--- src/rtl/riscv_pkg.sv ---
// Shared core-wide definitions: architectural width, canonical NOP and the
// instruction cache controller state type.
package riscv_pkg;

   localparam int XLEN = 32;

   // addi x0, x0, 0 -- handed to fetch whenever the cache cannot supply a word
   localparam logic [31:0] NOP_INSTR = 32'h0000_0013;

   typedef enum logic {
      ICACHE_IDLE   = 1'b0,
      ICACHE_REFILL = 1'b1
   } icache_state_t;

endpackage

--- src/rtl/icache_line_array.sv ---
// Tag/valid/data storage for the direct-mapped instruction cache.
// Combinational read of one line (valid, tag, selected word), one word write
// port, a tag write that can optionally mark the line valid, and flush-all.
// Only the valid bits carry reset; tag and data contents are don't-care
// until their line is marked valid.
module icache_line_array #(
   parameter int NB_LINES       = 16,
   parameter int WORDS_PER_LINE = 4,
   parameter int TAG_W          = 24,
   localparam int IDX_W         = $clog2(NB_LINES),
   localparam int OFF_W         = $clog2(WORDS_PER_LINE)
) (
   input  logic             clk,
   input  logic             reset_n,
   input  logic [IDX_W-1:0] rd_idx,
   input  logic [OFF_W-1:0] rd_off,
   output logic             rd_valid,
   output logic [TAG_W-1:0] rd_tag,
   output logic [31:0]      rd_data,
   input  logic             wr_en,
   input  logic [IDX_W-1:0] wr_idx,
   input  logic [OFF_W-1:0] wr_off,
   input  logic [31:0]      wr_data,
   input  logic             tag_we,
   input  logic [TAG_W-1:0] wr_tag,
   input  logic             set_valid,
   input  logic             flush_all
);

   logic [NB_LINES-1:0] valid_q;
   logic [TAG_W-1:0]    tag_q  [NB_LINES];
   logic [31:0]         data_q [NB_LINES][WORDS_PER_LINE];

   // valid bits: flush wins over a same-cycle set so a fill racing a flush stays invalid
   always_ff @(posedge clk or negedge reset_n) begin
      if (!reset_n) begin
         valid_q <= '0;
      end else if (flush_all) begin
         valid_q <= '0;
      end else if (set_valid) begin
         valid_q[wr_idx] <= 1'b1;
      end
   end

   // tag and data storage, deliberately unreset
   always_ff @(posedge clk) begin
      if (wr_en) begin
         data_q[wr_idx][wr_off] <= wr_data;
      end
      if (tag_we) begin
         tag_q[wr_idx] <= wr_tag;
      end
   end

   assign rd_valid = valid_q[rd_idx];
   assign rd_tag   = tag_q[rd_idx];
   assign rd_data  = data_q[rd_idx][rd_off];

endmodule

--- src/rtl/icache.sv ---
// Direct-mapped read-only instruction cache. Hits are served combinationally;
// a miss stalls fetch and refills the whole line word by word over a
// req/ack memory port, keeping mem_req_o high until the last ack.
//
//   state         | meaning
//   --------------+-----------------------------------------------------------
//   ICACHE_IDLE   | serve hits; a miss latches the line address and stalls
//   ICACHE_REFILL | request words of the latched line until the last ack
module icache
   import riscv_pkg::*;
#(
   parameter int NB_LINES       = 16,
   parameter int WORDS_PER_LINE = 4
) (
   input  logic            clk,
   input  logic            reset_n,
   input  logic [XLEN-1:0] icache_adr_i,
   output logic [31:0]     icache_instr_o,
   output logic            icache_stall_o,
   input  logic            icache_flush_i,
   output logic            mem_req_o,
   output logic [XLEN-1:0] mem_adr_o,
   input  logic            mem_ack_i,
   input  logic [31:0]     mem_data_i
);

   localparam int OFF_W = $clog2(WORDS_PER_LINE);
   localparam int IDX_W = $clog2(NB_LINES);
   localparam int TAG_W = XLEN - IDX_W - OFF_W - 2;

   icache_state_t    state_q, state_d;
   logic [OFF_W-1:0] word_cnt_q;
   logic             flush_pend_q;
   logic [XLEN-1:0]  line_base_q;
   logic [IDX_W-1:0] ref_idx_q;

   logic [OFF_W-1:0] adr_off;
   logic [IDX_W-1:0] adr_idx;
   logic [TAG_W-1:0] adr_tag;
   logic             rd_valid;
   logic [TAG_W-1:0] rd_tag;
   logic [31:0]      rd_data;
   logic             hit;
   logic             refill_ack;
   logic             last_ack;
   logic             unused_adr_bits;

   assign adr_off         = icache_adr_i[OFF_W+1:2];
   assign adr_idx         = icache_adr_i[IDX_W+OFF_W+1:OFF_W+2];
   assign adr_tag         = icache_adr_i[XLEN-1:IDX_W+OFF_W+2];
   assign unused_adr_bits = ^icache_adr_i[1:0];

   assign hit        = rd_valid && (rd_tag == adr_tag);
   assign refill_ack = (state_q == ICACHE_REFILL) && mem_ack_i;
   assign last_ack   = refill_ack && (word_cnt_q == OFF_W'(WORDS_PER_LINE - 1));

   icache_line_array #(
      .NB_LINES       (NB_LINES),
      .WORDS_PER_LINE (WORDS_PER_LINE),
      .TAG_W          (TAG_W)
   ) u_lines (
      .clk       (clk),
      .reset_n   (reset_n),
      .rd_idx    (adr_idx),
      .rd_off    (adr_off),
      .rd_valid  (rd_valid),
      .rd_tag    (rd_tag),
      .rd_data   (rd_data),
      .wr_en     (refill_ack),
      .wr_idx    (ref_idx_q),
      .wr_off    (word_cnt_q),
      .wr_data   (mem_data_i),
      .tag_we    (last_ack),
      .wr_tag    (line_base_q[XLEN-1:XLEN-TAG_W]),
      .set_valid (last_ack && !flush_pend_q && !icache_flush_i),
      .flush_all (icache_flush_i)
   );

   // state register
   always_ff @(posedge clk or negedge reset_n) begin
      if (!reset_n) begin
         state_q <= ICACHE_IDLE;
      end else begin
         state_q <= state_d;
      end
   end

   // next-state: a redirect during refill is ignored until the line completes
   always_comb begin
      state_d = state_q;
      case (state_q)
         ICACHE_IDLE:   if (!hit)     state_d = ICACHE_REFILL;
         ICACHE_REFILL: if (last_ack) state_d = ICACHE_IDLE;
      endcase
   end

   // outputs: NOP and stall unless an IDLE hit; request words only while refilling
   always_comb begin
      icache_instr_o = NOP_INSTR;
      icache_stall_o = 1'b1;
      mem_req_o      = 1'b0;
      mem_adr_o      = '0;
      case (state_q)
         ICACHE_IDLE: begin
            if (hit) begin
               icache_instr_o = rd_data;
               icache_stall_o = 1'b0;
            end
         end
         ICACHE_REFILL: begin
            mem_req_o = 1'b1;
            mem_adr_o = line_base_q | XLEN'({word_cnt_q, 2'b00});
         end
      endcase
   end

   // refill bookkeeping: latched line, word counter, and flush-during-refill flag
   always_ff @(posedge clk or negedge reset_n) begin
      if (!reset_n) begin
         word_cnt_q   <= '0;
         flush_pend_q <= 1'b0;
         line_base_q  <= '0;
         ref_idx_q    <= '0;
      end else if (state_q == ICACHE_IDLE) begin
         flush_pend_q <= 1'b0;
         word_cnt_q   <= '0;
         if (!hit) begin
            line_base_q <= {adr_tag, adr_idx, {(OFF_W+2){1'b0}}};
            ref_idx_q   <= adr_idx;
         end
      end else begin
         if (mem_ack_i) begin
            word_cnt_q <= last_ack ? '0 : word_cnt_q + 1'b1;
         end
         if (last_ack) begin
            flush_pend_q <= 1'b0;
         end else if (icache_flush_i) begin
            flush_pend_q <= 1'b1;
         end
      end
   end

endmodule

--- config.mk ---
export PLATFORM = sky130hd
export DESIGN_NAME = icache
export DESIGN_NICKNAME = d
export VERILOG_FILES = /design/src/rtl/riscv_pkg.sv /design/src/rtl/icache_line_array.sv /design/src/rtl/icache.sv
export SDC_FILE = /design/constraint.sdc
export NUM_CORES = 2
export LEC_CHECK = 0
export CORE_MARGIN = 1.5
export CORE_UTILIZATION = 45
export DETAILED_ROUTE_END_ITERATION = 12
export SYNTH_ARGS = -nofsm -noshare
export SYNTH_HDL_FRONTEND = slang
export SYNTH_SLANG_ARGS = --single-unit
export TNS_END_PERCENT = 1
--- constraint.sdc ---
create_clock -name clk -period 10.65 [get_ports clk]
set_clock_uncertainty 0.1 [all_clocks]
set_input_delay 1.065 -clock clk [delete_from_list [all_inputs] [get_ports clk]]
set_output_delay 1.065 -clock clk [all_outputs]
set_load 0.02 [all_outputs]
==> results.md <==
* Syn-to-layout area delta at 13.67%
* Global Route Usage Sum at 0.2283
* Clock network latency to the later pin of the worst-skew pair at around 900 ps
* Status: finished clean
* LEAKAGE at 33.65 nW
* Crit Path Max Fanout at 71
* Final setup violation count at 0
* Post-synth EDFFs at 2432
* CTS resizes at 0
* Worst slew pin tran at 1244 ps
* Tmin final at 7225 ps
* Clock Sinks at 2480
* Critical Path RT at between 9000 and 10000 ps
* IO Pins at 134
* Most frequent cells in the layout: edfxtp_1, mux4_2, clkbuf_16
* IO buf count at 129
* Most used DFF post-synth: edfxtp_1
* Worst vdd ir at 0.1905 mV
* CP endpoint kind: output port
* Ys Warns at 0
* CTS tree: built
* PD cells at roughly 200 nW/µm²
* Most common cell after layout, fill and taps aside: edfxtp_1
* Worst slack, placed at around 3300 ps
* Post-synth top area cell: edfxtp_1
* Post-synthesis async set-or-reset flop share at 0.01935
* Largest net degree at the start of global routing at around 130
* Post-DRT Antenna Nets at 0
* Synthesized area at 95420 µm²
* Final number of hold-violating endpoints at 0
* Root buffer cell: clkbuf_16
* Die ar. at 214800 µm²
* Final period util at 0.6784
* Routed length per instance at 34.05 µm
* Fill cells at 16350
* CORE AREA at 210200 µm²
* 1st-pass router iterations at 7
* Slew margin rel. at 0.1708
* Top cell type's share of synthesized area at 0.7654
* CP arrival at 6060 ps
* Mean Syn Cell Area at approximately 24 µm²
* Routability cong. at ~0.8
* Worst-path clk slew at 60 ps
* Htree depth at 5
* Setup repair bufs after CTS at 0
* Crit start category: input pin
* Antenna violations before repair at 37
* Die Ht at 463.5 µm
* Post-route setup TNS at 0 ps
* Layout Nets at 4269
* Max-cap violations at 0
* Clock buffer depth at 4
* RSZ-0062 raised after global routing: no
* Max Slew Vio Count at 0
* Cts bufs inserted at 274
* Post-Synthesis Cells at 3909
* First-pass GRT wire length at 343.4 mm
* Dpl hpwl at 125.8 mm
* Layout cells sized above 1 at 0.3019
* Register area share after synthesis at 0.7780
* # rows at 168
* Initial drt markers at 5333
* Ranking of synthesized cells by area: edfxtp_1, mux4_2, dfrtp_1
* Vias in the first global route at approximately 44000
* Synth Register Bits at 2480
* Final worst slack at ~3400 ps
* Hold Slack at 216.3 ps
* CP Class: in2out
* Min-Delay Path Class: in2async
* GR Overflow Total at 0
* Die X at 463.5 µm
* Vias post-DR at 43710
* Fmax at ~0.14 GHz
* Vias per cell at 6.069
* DRC Markers at 0
* Initial Utilization at 0.4539
* Final wirelength at 245.2 mm
* Synth cell types at between 50 and 60
* CTS Hold Bufs at 0
-- synthesized netlist by cell type, types with 17 or more instances --
cell type and count:
buf_2 49, clkbuf_1 91, mux2_2 17, dfrtp_1 48, nand3_1 18, edfxtp_1 2432, buf_4 43, and2_1 30
mux2i_1 72, nor2_1 105, mux2_1 20, mux4_2 748, nand2_1 19, and3_1 31
-- area by class of cell --
type                       count  area [µm²]  area share
antenna                       22       55.05   0.0005076
clock buffer                 339        7310     0.06739
sequential                  2480       74230      0.6844
multi-input combinational   1210       20520      0.1892
timing repair buffer         225        1956     0.01803
inverter                       6       22.52   0.0002077
tap                         2805        3510     0.03236
clock inverter               115       852.1    0.007856
-- flip-flops by register name, indices dropped and copies added (netlist names) --
signal	count
state_q	1
u_lines.tag_q	384
u_lines.data_q	2048
word_cnt_q	2
ref_idx_q	3
line_base_q	25
flush_pend_q	1
u_lines.valid_q	16
-- per-stage QoR --
stage	cell area [µm²]	power, mW	utilization	cells
5_1_grt	108500	22.94	0.5159	7199
4_1_cts	108400	22.46	0.5157	7180
3_3_place_gp	100200	13.69	0.4769	6726
6_report	108500	22.28	0.5160	7202
2_1_floorplan	95420	12.72	-	3910
3_5_place_dp	100200	13.74	0.4769	6726
-- layer usage --
layer	GRT usage	part of all wire	vias up	wire length (µm)
li1	-	-	17460	-
met1	0.3238	0.42	24160	102300
met2	0.3667	0.49	1702	119900
met3	0.04047	0.068	378	16780
met4	0.06364	0.025	8	6182
met5	0	0.00021	-	51
-- final timing paths --
kind                                        endpoint  depth (start not counted)  slack (ps)          startpoint
worst max-delay path              icache_instr_o[17]                         11        3420     icache_adr_i[4]
worst min-delay path                 line_base_q[18]                          2         220             reset_n
worst max register to register  u_lines.tag_q[12][7]                          4        6570        ref_idx_q[0]
worst min register to register    u_lines.valid_q[3]                          2         400  u_lines.valid_q[3]
max in group asynchronous                    state_q                          2        9580             reset_n
min in group clk                  u_lines.valid_q[3]                          2         400  u_lines.valid_q[3]
-- kinds of logic after synthesis --
| kind of cell | after synthesis | synth area share |
|---|---|---|
| AOI/OAI and AO/OA | 70 | 0.005416 |
| xor gates and xnor gates | 26 | 0.002386 |
| adders and majority gates | 4 | 0.0005245 |
| buffers and inverters | 220 | 0.01225 |
| DFF | 2480 | 0.7780 |
| muxes | 857 | 0.1885 |
| other | 1 | 0.00003930 |
| and+or+nand+nor | 251 | 0.01294 |
-- worst max-delay path, cell delays in order --
cell             delay (ps)
buf_8                   480
buf_12                  550
mux4_2                  570
o22ai_1                 220
nor2_1                   80
xor2_1                  140
nor4_1                  610
o311a_1                 360
and4_2                  970
and3_1                  300
clkdlybuf4s50_1         610
-- where the power goes --
| group | internal (mW) | switching, mW |
|---|---|---|
| registers | 11.3 | 0.314 |
| logic | 0.677 | 1.19 |
| clock network | 5.12 | 3.65 |
| total | 17.1 | 5.15 |
Note: power is estimated with default switching activity, not from simulation.
